<file path="src/rtl/sha256_arb_pkg.sv">
// Shared definitions for the sha256crypt word-stage arbiter:
// state encoding, source-index width and the round-robin successor helper.
package sha256_arb_pkg;

  // Width of a requester index (supports up to 8 requesters).
  localparam int SRC_W   = 3;
  // Upper bound on requesters; per-requester vectors are padded to this size
  // so that a SRC_W-bit index always addresses a legal element.
  localparam int MAX_REQ = 8;
  // Beat counter width; bursts are limited to 15 words.
  localparam int CNT_W   = 4;

  typedef enum logic [1:0] {
    IDLE  = 2'd0,
    GRANT = 2'd1,
    FLUSH = 2'd2
  } arb_state_t;

  // Successor of idx in a ring of n requesters (wraps n-1 back to 0).
  function automatic logic [SRC_W-1:0] rr_next(input logic [SRC_W-1:0] idx,
                                               input int unsigned n);
    if (32'(idx) + 32'd1 >= n) begin
      rr_next = '0;
    end else begin
      rr_next = idx + 1'b1;
    end
  endfunction

endpackage

</file>
<file path="src/rtl/ff16_rr_pick.sv">
// Combinational round-robin pick: returns the first set request bit found
// scanning ptr+1, ptr+2, ... with wrap-around over N_REQ requesters.
// The requester at ptr itself is considered last.
module ff16_rr_pick
  import sha256_arb_pkg::*;
#(
  parameter int N_REQ = 4
) (
  input  logic [N_REQ-1:0] req,
  input  logic [SRC_W-1:0] ptr,
  output logic             any,
  output logic [SRC_W-1:0] idx
);

  logic [MAX_REQ-1:0] req_pad;
  logic [SRC_W-1:0]   cand;

  // Walk the ring once starting after ptr and keep the first hit.
  always_comb begin
    req_pad            = '0;
    req_pad[N_REQ-1:0] = req;
    any                = 1'b0;
    idx                = '0;
    cand               = ptr;
    for (int k = 0; k < N_REQ; k++) begin
      cand = rr_next(cand, N_REQ);
      if (!any && req_pad[cand]) begin
        any = 1'b1;
        idx = cand;
      end
    end
  end

endmodule

</file>
<file path="src/rtl/ff16_rr_arbiter.sv">
// Round-robin burst arbiter sharing one 16-bit enable/clear register stage
// between N_REQ word producers ahead of the SHA-256 message schedule.
// A grant passes up to BURST words (one per cycle) with a registered enable
// strobe; a packet end is followed by a one-cycle registered clear strobe.
// Optional per-requester word statistics are built when the macro
// FF16_ARB_STATS_EN is defined; otherwise stat_cnt reads 0.
module ff16_rr_arbiter
  import sha256_arb_pkg::*;
#(
  parameter int N_REQ = 4,
  parameter int N     = 16,
  parameter int BURST = 4
) (
  input  logic               CLK,
  input  logic               rst,
  input  logic [N_REQ-1:0]   req_valid,
  input  logic [N_REQ*N-1:0] req_data,
  input  logic [N_REQ-1:0]   req_last,
  output logic [N_REQ-1:0]   req_ready,
  input  logic               out_ready,
  output logic               o_en,
  output logic               o_clr,
  output logic [N-1:0]       o_data,
  output logic [SRC_W-1:0]   o_src,
  output logic               o_last,
  input  logic [SRC_W-1:0]   stat_sel,
  output logic [15:0]        stat_cnt
);

  localparam logic [CNT_W-1:0] BURST_CNT = CNT_W'(BURST);

  // Arbitration state.
  arb_state_t         state_reg;
  logic [SRC_W-1:0]   rr_ptr_reg;
  logic [SRC_W-1:0]   grant_reg;
  logic [CNT_W-1:0]   cnt_reg;

  // Registered outputs toward the shared register stage.
  logic               o_en_reg;
  logic               o_clr_reg;
  logic [N-1:0]       o_data_reg;
  logic [SRC_W-1:0]   o_src_reg;
  logic               o_last_reg;

  // Requester views padded to MAX_REQ so any SRC_W-bit index is in range.
  logic [MAX_REQ-1:0] valid_pad;
  logic [MAX_REQ-1:0] last_pad;
  logic [N-1:0]       data_arr [MAX_REQ];
  logic [MAX_REQ-1:0] ready_pad;

  logic               pick_any;
  logic [SRC_W-1:0]   pick_idx;

  logic               cur_valid;
  logic               cur_last;
  logic [N-1:0]       cur_data;
  logic               xfer;
  logic [CNT_W-1:0]   cnt_next;

  genvar gi;
  generate
    for (gi = 0; gi < MAX_REQ; gi++) begin : g_pad
      if (gi < N_REQ) begin : g_live
        assign valid_pad[gi] = req_valid[gi];
        assign last_pad[gi]  = req_last[gi];
        assign data_arr[gi]  = req_data[gi*N +: N];
      end else begin : g_absent
        assign valid_pad[gi] = 1'b0;
        assign last_pad[gi]  = 1'b0;
        assign data_arr[gi]  = '0;
      end
    end
  endgenerate

  ff16_rr_pick #(
    .N_REQ(N_REQ)
  ) u_pick (
    .req (req_valid),
    .ptr (rr_ptr_reg),
    .any (pick_any),
    .idx (pick_idx)
  );

  assign cur_valid = valid_pad[grant_reg];
  assign cur_last  = last_pad[grant_reg];
  assign cur_data  = data_arr[grant_reg];
  assign xfer      = (state_reg == GRANT) && cur_valid && out_ready;
  assign cnt_next  = cnt_reg + 1'b1;

  // Only the granted requester sees downstream readiness, and only in GRANT.
  always_comb begin
    ready_pad = '0;
    if (state_reg == GRANT) begin
      ready_pad[grant_reg] = out_ready;
    end
  end

  assign req_ready = ready_pad[N_REQ-1:0];

  // Arbitration FSM with registered enable/clear/data outputs.
  always_ff @(posedge CLK or posedge rst) begin
    if (rst) begin
      state_reg  <= IDLE;
      rr_ptr_reg <= SRC_W'(N_REQ - 1);
      grant_reg  <= '0;
      cnt_reg    <= '0;
      o_en_reg   <= 1'b0;
      o_clr_reg  <= 1'b0;
      o_data_reg <= '0;
      o_src_reg  <= '0;
      o_last_reg <= 1'b0;
    end else begin
      // Strobes are single-cycle unless re-asserted below.
      o_en_reg  <= 1'b0;
      o_clr_reg <= 1'b0;
      case (state_reg)
        IDLE: begin
          if (pick_any) begin
            grant_reg  <= pick_idx;
            rr_ptr_reg <= pick_idx;
            cnt_reg    <= '0;
            state_reg  <= GRANT;
          end
        end
        GRANT: begin
          if (xfer) begin
            o_en_reg   <= 1'b1;
            o_data_reg <= cur_data;
            o_src_reg  <= grant_reg;
            o_last_reg <= cur_last;
            cnt_reg    <= cnt_next;
            // Packet end takes priority over the burst limit.
            if (cur_last) begin
              state_reg <= FLUSH;
            end else if (cnt_next == BURST_CNT) begin
              state_reg <= IDLE;
            end
          end else if ((cnt_reg == '0) && !cur_valid) begin
            // Requester withdrew before its first word: release the grant.
            state_reg <= IDLE;
          end
        end
        FLUSH: begin
          o_clr_reg <= 1'b1;
          state_reg <= IDLE;
        end
        default: begin
          state_reg <= IDLE;
        end
      endcase
    end
  end

  assign o_en   = o_en_reg;
  assign o_clr  = o_clr_reg;
  assign o_data = o_data_reg;
  assign o_src  = o_src_reg;
  assign o_last = o_last_reg;

`ifdef FF16_ARB_STATS_EN
  logic [15:0] stat_arr [MAX_REQ];
  logic [15:0] stat_cnt_reg;

  generate
    for (gi = 0; gi < MAX_REQ; gi++) begin : g_stat
      if (gi < N_REQ) begin : g_live
        logic [15:0] word_cnt_reg;
        // Saturating count of words transferred by this requester.
        always_ff @(posedge CLK or posedge rst) begin
          if (rst) begin
            word_cnt_reg <= '0;
          end else if (xfer && (grant_reg == SRC_W'(gi)) &&
                       (word_cnt_reg != 16'hFFFF)) begin
            word_cnt_reg <= word_cnt_reg + 16'd1;
          end
        end
        assign stat_arr[gi] = word_cnt_reg;
      end else begin : g_absent
        assign stat_arr[gi] = '0;
      end
    end
  endgenerate

  // Registered statistics read; selects beyond N_REQ read as zero.
  always_ff @(posedge CLK or posedge rst) begin
    if (rst) begin
      stat_cnt_reg <= '0;
    end else if (32'(stat_sel) < N_REQ) begin
      stat_cnt_reg <= stat_arr[stat_sel];
    end else begin
      stat_cnt_reg <= '0;
    end
  end

  assign stat_cnt = stat_cnt_reg;
`else
  logic stat_sel_unused;
  assign stat_sel_unused = ^stat_sel;
  assign stat_cnt        = '0;
`endif

endmodule

</file>
<file path="config.mk">
export PLATFORM = sky130hd
export DESIGN_NAME = ff16_rr_arbiter
export DESIGN_NICKNAME = d
export VERILOG_FILES = /design/src/rtl/sha256_arb_pkg.sv /design/src/rtl/ff16_rr_pick.sv /design/src/rtl/ff16_rr_arbiter.sv
export SDC_FILE = /design/constraint.sdc
export NUM_CORES = 1
export LEC_CHECK = 0
export CORE_MARGIN = 3
export CORE_UTILIZATION = 35
export DETAILED_ROUTE_END_ITERATION = 16
export PLACE_DENSITY = 0.7
export SYNTH_ARGS = -nofsm -noshare
export SYNTH_HDL_FRONTEND = slang
export SYNTH_SLANG_ARGS = --single-unit
</file>
<file path="constraint.sdc">
create_clock -name CLK -period 11.1 [get_ports CLK]
set_input_delay 2.22 -clock CLK [delete_from_list [all_inputs] [get_ports CLK]]
set_output_delay 2.22 -clock CLK [all_outputs]
set_load 0.1 [all_outputs]
</file>
==> results of run 1 <==
metal layers:
| metal | track usage [%] | part of all wire, % | up-vias |
|---|---|---|---|
| li1 | - | - | 1116 |
| met1 | 19.3 | 42 | 1105 |
| met2 | 26.8 | 51 | 72 |
| met3 | 4.27 | 5.9 | 8 |
| met4 | 4.33 | 1.4 | 0 |
| met5 | 0 | 0 | - |
final cells by class:
type | count | share of cell area [%]
flip-flops and latches | 33 | 22.5
multi-input cells | 204 | 42.6
clock inverters | 3 | 0.476
clock buffers | 5 | 1.87
repair buffers | 104 | 28.0
inverters | 12 | 1.29
well taps | 96 | 3.26
Yosys cell counts, types with 2 or more instances:
cell / instances / area, um2
and3_1: 2 / 12.5
o211ai_1: 2 / 15.0
inv_1: 11 / 41.3
buf_4: 18 / 135
a211oi_1: 5 / 37.5
nor4_1: 2 / 12.5
a211o_1: 2 / 17.5
nor3b_1: 3 / 22.5
o221ai_1: 3 / 26.3
or2_2: 2 / 12.5
a21oi_1: 4 / 20.0
mux4_2: 18 / 405
nor3_1: 4 / 20.0
mux2i_1: 7 / 70.1
a31o_2: 2 / 17.5
nand3_1: 6 / 30.0
buf_2: 4 / 20.0
nor2b_1: 4 / 25.0
o21ai_0: 19 / 95.1
nand2_1: 36 / 135
ha_1: 7 / 87.6
nor2_1: 9 / 33.8
dfstp_2: 2 / 52.6
or3_1: 2 / 12.5
clkbuf_1: 6 / 22.5
dfrtp_1: 31 / 776
nand2b_1: 19 / 119
o21bai_1: 3 / 22.5
xor2_1: 3 / 26.3
o22ai_1: 2 / 12.5
buf_1: 4 / 15.0
per-stage QoR:
step / util [%] / std cells
after detailed placement: 51.5 / 449
after CTS: 52.8 / 457
final: 52.8 / 457
after floorplan: - / 282
after global routing: 52.8 / 457
after global placement: 51.5 / 449
cells by family after synthesis:
kind of cell | after synthesis | synth area share, %
AOI/OAI and AO/OA | 57 | 15.5
other | 1 | 0.145
buffers and inverters | 45 | 9.70
adders and majority gates | 7 | 3.38
and+or+nand+nor | 94 | 18.5
DFF | 33 | 31.9
xor gates and xnor gates | 4 | 2.07
muxes | 26 | 18.8
worst max-delay path by stage:
stage | start | to | slack [ns] | depth (start not counted)
3_5_place_dp | out_ready | req_ready[0] | 4.30 | 5
5_1_grt | out_ready | req_ready[2] | 4.12 | 6
4_1_cts | out_ready | req_ready[0] | 4.27 | 5
2_1_floorplan | out_ready | req_ready[0] | 4.14 | 3
6_report | out_ready | req_ready[0] | 4.26 | 5
3_3_place_gp | out_ready | req_ready[0] | 4.30 | 5
critical path: stages:
cell	delay, ns
clkdlybuf4s50_1	0.46
nand2_1	0.08
nor3_1	0.44
nor3b_1	0.25
clkdlybuf4s50_1	1.17
==> impl_metrics.tcl, run 1 <==
set metrics [dict create \
    grt_pass1_wl_um 10800 \
    min_from "o_data[5]" \
    synthCells 267 \
    initial_core_util_pct 37.2 \
    run_status "finished, final reports clean" \
    required_ns 8.88 \
    async_reset_ff_share_pct 100 \
    yosys_warnings 0 \
    syn_to_final_growth_pct 42.0 \
    antenna_found_initial 0 \
    largest_reg_flops 16 \
    layout.nets 445 \
    cts_max_level 2 \
    tightest_slew_ns 1.01 \
    worstSetupPathType "primary input to output port" \
    clkSinkCount 33 \
    r2r_start "rr_ptr_reg[0]" \
    start_kind "primary input" \
    coreArea_um2 6980 \
    layout_commonest_cell "clkdlybuf4s50_1" \
    clock.fmax_ghz 0.146 \
    worstSkewPairLatency_ns 0.28 \
    drive_above_1_share_pct 11.9 \
    ys_seq_elements 33 \
    dieWidth_um 92.1 \
    root_buffer "clkbuf_8" \
    portBuffers 100 \
    numCtsBuffers 5 \
    holdPathEnd "o_data[5]" \
    cts_tree "yes" \
    place_congestion 0.871 \
    worst_slack_ns 4.26 \
    antenna_cells 0 \
    slew_viol_final 0 \
    hold_slack_ns 0.479 \
    ys_types 56 \
    min_period_over_period_pct 61.6 \
    finalHoldViolCount 0 \
    hp-class "register to register" \
    die-area_um2 8480 \
    r2r_end "cnt_reg[3]" \
    register_area_um2 828 \
    slew_headroom_pct 32.2 \
    final.fill_count 648 \
    reg2reg_setup_slack_ns 6.76 \
    synth.avg_cell_area_um2 9.71 \
    reg2regPathDepth 17 \
    wl_per_cell_um 14.4 \
    die_h_um 92.1 \
    drt_iter0_drc 69 \
    ys_seq_area_share_pct 31.9 \
    finalSetupTns_ns 0 \
    clk_pin_slew_ns 0.07 \
    boundaryPins 120 \
    synth_ff_type "dfrtp_1" \
    dp_hpwl_um 5080 \
    maxCapViolCount 0 \
    drt_first_pass_iters 4 \
    clock_skew_ns 0.00383 \
    grt_use_total_pct 15.6 \
    synth-edff-count 0 \
    ctsResizeCount 0 \
    multi_input_area_um2 1570 \
    ctsHoldBuffers 0 \
    worstHoldPathCells 2 \
    rsz0062_at_grt "false" \
    grt-ovfl-total 0 \
    post_cts_buffers 0 \
    viasPerCell 5.04 \
    vias 2301 \
    wl_um 6560 \
    design_area_um2 3680 \
    most-common-layout-cells "clkdlybuf4s50_1, nand2_1, dfrtp_1, nand2b_1, o21ai_0" \
    rows 30 \
    crit_arrival_ns 4.62 \
    finalSetupViolations 0 \
    cp_max_fo 4 \
    cts_buffer_depth 2 \
    place_area_um2 3600 \
    ant_nets 0 \
    place_ws_ns 4.30 \
    grt_max_degree 48 \
    netlist_area_um2 2590 \
    worstSetupEndpointType "output port" \
    min_period_ns 6.84 \
    remaining_drc_errors 0 \
    first_global_vias 2356 \
]
Power of run 1 is left out: the tool's default activity adds up to more than one toggle a clock period on the data nets, which glitch-free logic cannot reach.
==> run 2, diff against run 1 <==
==> constraint.sdc (replaced) <==
create_clock -name CLK -period 6.5 [get_ports CLK]
set_input_delay 1.3 -clock CLK [delete_from_list [all_inputs] [get_ports CLK]]
set_output_delay 1.3 -clock CLK [all_outputs]
set_load 0.1 [all_outputs]
==> run 2 against run 1 <==
Utilization up 0.32 points; first-iteration DRC count increased by 84%; via count is 0.83% higher; register-to-register slack lost 4.6 ns; hold slack got worse by 0.0064 ns; highest routed layer unchanged.
==> impl_metrics.tcl, run 2 (same netlist as run 1, synthesis figures left out) <==
set metrics [dict create \
    cts_max_level 2 \
    post_cts_buffers 0 \
    die_h_um 92.1 \
    worstSetupPathType "primary input to output port" \
    cp_max_fo 4 \
    worstSetupEndpointType "output port" \
    place_inst 448 \
    portBuffers 100 \
    finalHoldViolCount 0 \
    r2r_start "rr_ptr_reg[0]" \
    drive_above_1_share_pct 11.4 \
    clk_pin_slew_ns 0.07 \
    clock.fmax_ghz 0.200 \
    maxCapViolCount 0 \
    wl_um 6730 \
    syn_to_final_growth_pct 42.9 \
    first_global_vias 2342 \
    root_buffer "clkbuf_8" \
    remaining_drc_errors 0 \
    min_period_over_period_pct 76.9 \
    startpoint "out_ready" \
    initial_core_util_pct 37.2 \
    reg2reg_setup_slack_ns 2.19 \
    place_congestion 0.893 \
    die-area_um2 8480 \
    ant_nets 0 \
    rsz0062_at_grt "false" \
    stdcell_count 456 \
    reg2regPathDepth 18 \
    largest_reg_flops 16 \
    worstSkewPairLatency_ns 0.28 \
    drt_first_pass_iters 5 \
    run_status "finished, final reports clean" \
    ctsHoldBuffers 0 \
    slew_headroom_pct 32.6 \
    most-common-layout-cells "clkdlybuf4s50_1, nand2_1, dfrtp_1, nand2b_1, o21ai_0" \
    antenna_found_initial 0 \
    grt_pass1_wl_um 11000 \
    drt_iter0_drc 127 \
    slew_viol_final 0 \
    dieWidth_um 92.1 \
    finalSetupTns_ns 0 \
    tightest_slew_ns 1.01 \
    holdPathEnd "o_src[0]" \
    rows 30 \
    cts_buffer_depth 2 \
    layout_commonest_cell "clkdlybuf4s50_1" \
    worst_slack_ns 1.50 \
    worstHoldPathCells 2 \
    clkSinkCount 33 \
    required_ns 5.20 \
    boundaryPins 120 \
    viasPerCell 5.09 \
    numCtsBuffers 5 \
    wl_per_cell_um 14.8 \
    finalSetupViolations 0 \
    grt_max_degree 48 \
    crit_arrival_ns 3.70 \
    hp-class "register to register" \
    r2r_end "cnt_reg[3]" \
    grt-ovfl-total 0 \
    antenna_cells 0 \
    clock_skew_ns 0.00199 \
    cts_tree "yes" \
    layout.nets 444 \
    grt_use_total_pct 16.1 \
    ctsResizeCount 0 \
    vias 2320 \
    min_period_ns 5.00 \
    place_ws_ns 1.47 \
    min_from "o_src[0]" \
    dp_hpwl_um 5170 \
    coreArea_um2 6980 \
    start_kind "primary input" \
]
[run 2: cell count changes in the layout (fill, tap and decap cells not counted)]
cell / change
clkinv_2: -2
buf_4: -1
bufinv_16: +1
clkbuf_1: +1
clkbuf_8: +1
clkinvlp_4: -1
[run 2: final cells by class]
class / instances / area (um2)
Clock buffer: 7 / 86.3
Sequential cell: 33 / 828
Timing Repair Buffer: 103 / 1020
Inverter: 12 / 47.5
Multi-Input combinational cell: 204 / 1570
Clock inverter: 1 / 30.0
Tap cell: 96 / 120
Fill cell: 670 / 3280
[run 2: layer usage]
metal	up-vias	track usage [%]	wire length, um
li1	1116	-	-
met1	1110	19.3	2620
met2	86	27.9	3470
met3	8	4.35	541
met4	0	5.07	94
met5	-	0	0
[run 2: worst max path at each step]
stage / slack (ns) / end
5_1_grt: 1.36 / req_ready[2]
6_report: 1.50 / req_ready[0]
2_1_floorplan: 1.38 / req_ready[0]
3_3_place_gp: 1.49 / req_ready[0]
4_1_cts: 1.45 / req_ready[0]
3_5_place_dp: 1.47 / req_ready[0]
[run 2: per-stage QoR]
| stage | cell area [um2] | hold slack (ns) | util (%) |
|---|---|---|---|
| floorplan | 2650 | 0.528 | - |
| global placement | 3590 | 0.461 | 51.4 |
| detailed placement | 3590 | 0.466 | 51.4 |
| CTS | 3710 | 0.483 | 53.1 |
| global route | 3710 | 0.509 | 53.1 |
| finish | 3710 | 0.473 | 53.1 |
[run 2: worst max-delay path: stages]
cell and delay (ns):
clkdlybuf4s50_1 0.45, nand2_1 0.06, nor3_1 0.47, nor3b_1 0.25
clkdlybuf4s50_1 1.17
Power of run 2 is left out for the same reason.
==> run 3, diff against run 2 <==
==> constraint.sdc (replaced) <==
create_clock -name CLK -period 5.15 [get_ports CLK]
set_input_delay 1.03 -clock CLK [delete_from_list [all_inputs] [get_ports CLK]]
set_output_delay 1.03 -clock CLK [all_outputs]
set_load 0.1 [all_outputs]
==> run 3 against run 2 <==
Critical path depth grew 12; clock skew shrank 0.00082 ns; first-iteration DRC count rose by 50%; global-route usage shrank 0.093 points; routed wire length decreased by 3.5%; sequential cell count is the same; sequential share of layout area rose by 0.17 points; highest routed layer unchanged.
==> impl_metrics.tcl, run 3 (same netlist as run 1, synthesis figures left out) <==
set metrics [dict create \
    required_ns 5.31 \
    hold_slack_ns 0.473 \
    root_buffer "clkbuf_8" \
    layout.nets 445 \
    grt_pass1_wl_um 11000 \
    cts_buffer_depth 2 \
    antenna_found_initial 0 \
    clkSinkCount 33 \
    r2r_end "cnt_reg[3]" \
    die_h_um 92.1 \
    wl_um 6490 \
    critical_path.endpoint "cnt_reg[3]" \
    reg2reg_setup_slack_ns 0.94 \
    drt_first_pass_iters 6 \
    finalHoldViolCount 0 \
    rsz0062_at_grt "false" \
    finalSetupTns_ns 0 \
    crit_arrival_ns 4.38 \
    maxCapViolCount 0 \
    rows 30 \
    worstHoldPathCells 2 \
    design_area_um2 3680 \
    slew_viol_final 0 \
    finalSetupViolations 0 \
    dp_hpwl_um 5130 \
    vias 2297 \
    ctsResizeCount 0 \
    cp_max_fo 10 \
    grt_use_total_pct 16.0 \
    min_period_over_period_pct 81.8 \
    drt_iter0_drc 191 \
    most-common-layout-cells "clkdlybuf4s50_1, nand2_1, dfrtp_1, nand2b_1, o21ai_0" \
    place_congestion 0.857 \
    coreArea_um2 6980 \
    clock.fmax_ghz 0.237 \
    clk_pin_slew_ns 0.06 \
    portBuffers 100 \
    viasPerCell 5.03 \
    utilization_pct 52.7 \
    worstSkewPairLatency_ns 0.28 \
    grt-ovfl-total 0 \
    layout_commonest_cell "clkdlybuf4s50_1" \
    clock_skew_ns 0.00117 \
    reg2regPathDepth 17 \
    largest_reg_flops 16 \
    syn_to_final_growth_pct 41.8 \
    initial_core_util_pct 37.2 \
    drive_above_1_share_pct 12.5 \
    post_cts_buffers 0 \
    grt_max_degree 34 \
    cts_max_level 2 \
    start_kind "register" \
    worstSetupEndpointType "register" \
    first_global_vias 2352 \
    worstSetupPathType "register to register" \
    min_period_ns 4.21 \
    wl_per_cell_um 14.2 \
    die-area_um2 8480 \
    numCtsBuffers 5 \
    remaining_drc_errors 0 \
    boundaryPins 120 \
    slew_headroom_pct 32.8 \
    run_status "finished, final reports clean" \
    dieWidth_um 92.1 \
    r2r_start "rr_ptr_reg[0]" \
    final.fill_count 643 \
    startpoint "rr_ptr_reg[0]" \
    cts_tree "yes" \
    tightest_slew_ns 1.01 \
    hp-class "register to register" \
    ant_nets 0 \
    place_area_um2 3590 \
    antenna_cells 0 \
    ctsHoldBuffers 0 \
]
run 3: cell type report:
cell class                 count  area, um2  share of cell area, %
tap                           96        120                   3.27
sequential                    33        828                   22.5
inverter                      12       47.5                   1.29
clock buffer                   8       90.1                   2.45
multi-input combinational    204       1570                   42.7
timing repair buffer         104       1020                   27.8
run 3: worst max-delay path, stage by stage, from the launching register on:
cell and delay [ns]:
dfstp_2 0.65, ha_1 0.40, or2_2 0.19, a21boi_0 0.09, ha_1 0.25, inv_1 0.15, nand2_1 0.10, inv_1 0.07
ha_1 0.24, nor2_1 0.08, o2bb2ai_2 0.20, ha_1 0.39, nor2_1 0.06, a311oi_1 0.27, o22ai_1 0.14, a21oi_1 0.38
o21bai_1 0.13, a221o_1 0.29
run 3: per-layer routing:
metal | global-route usage [%] | share of wire [%] | vias to the layer above
met3 | 4.43 | 8.5 | 6
met1 | 19.9 | 40 | 1071
met4 | 3.84 | 0.92 | 0
li1 | - | - | 1121
met2 | 27.4 | 50 | 99
met5 | 0 | 0 | -
run 3: through the flow:
step | setup slack, ns | instances
global route | 0.551 | 457
finish | 0.935 | 457
floorplan | 0.574 | 282
detailed placement | 0.967 | 449
global placement | 1.05 | 449
CTS | 0.988 | 457
run 3: how the worst min path moves through the flow:
| stage | from | endpoint | slack, ns |
|---|---|---|---|
| after detailed placement | o_src[0] | o_src[0] | 0.46 |
| after floorplan | rr_ptr_reg[1] | rr_ptr_reg[1] | 0.53 |
| after global placement | o_data[10] | o_data[10] | 0.46 |
| after global routing | o_last | o_last | 0.50 |
| after CTS | o_src[0] | o_src[0] | 0.48 |
| final | o_src[0] | o_src[0] | 0.47 |
Power of run 3 is left out for the same reason.
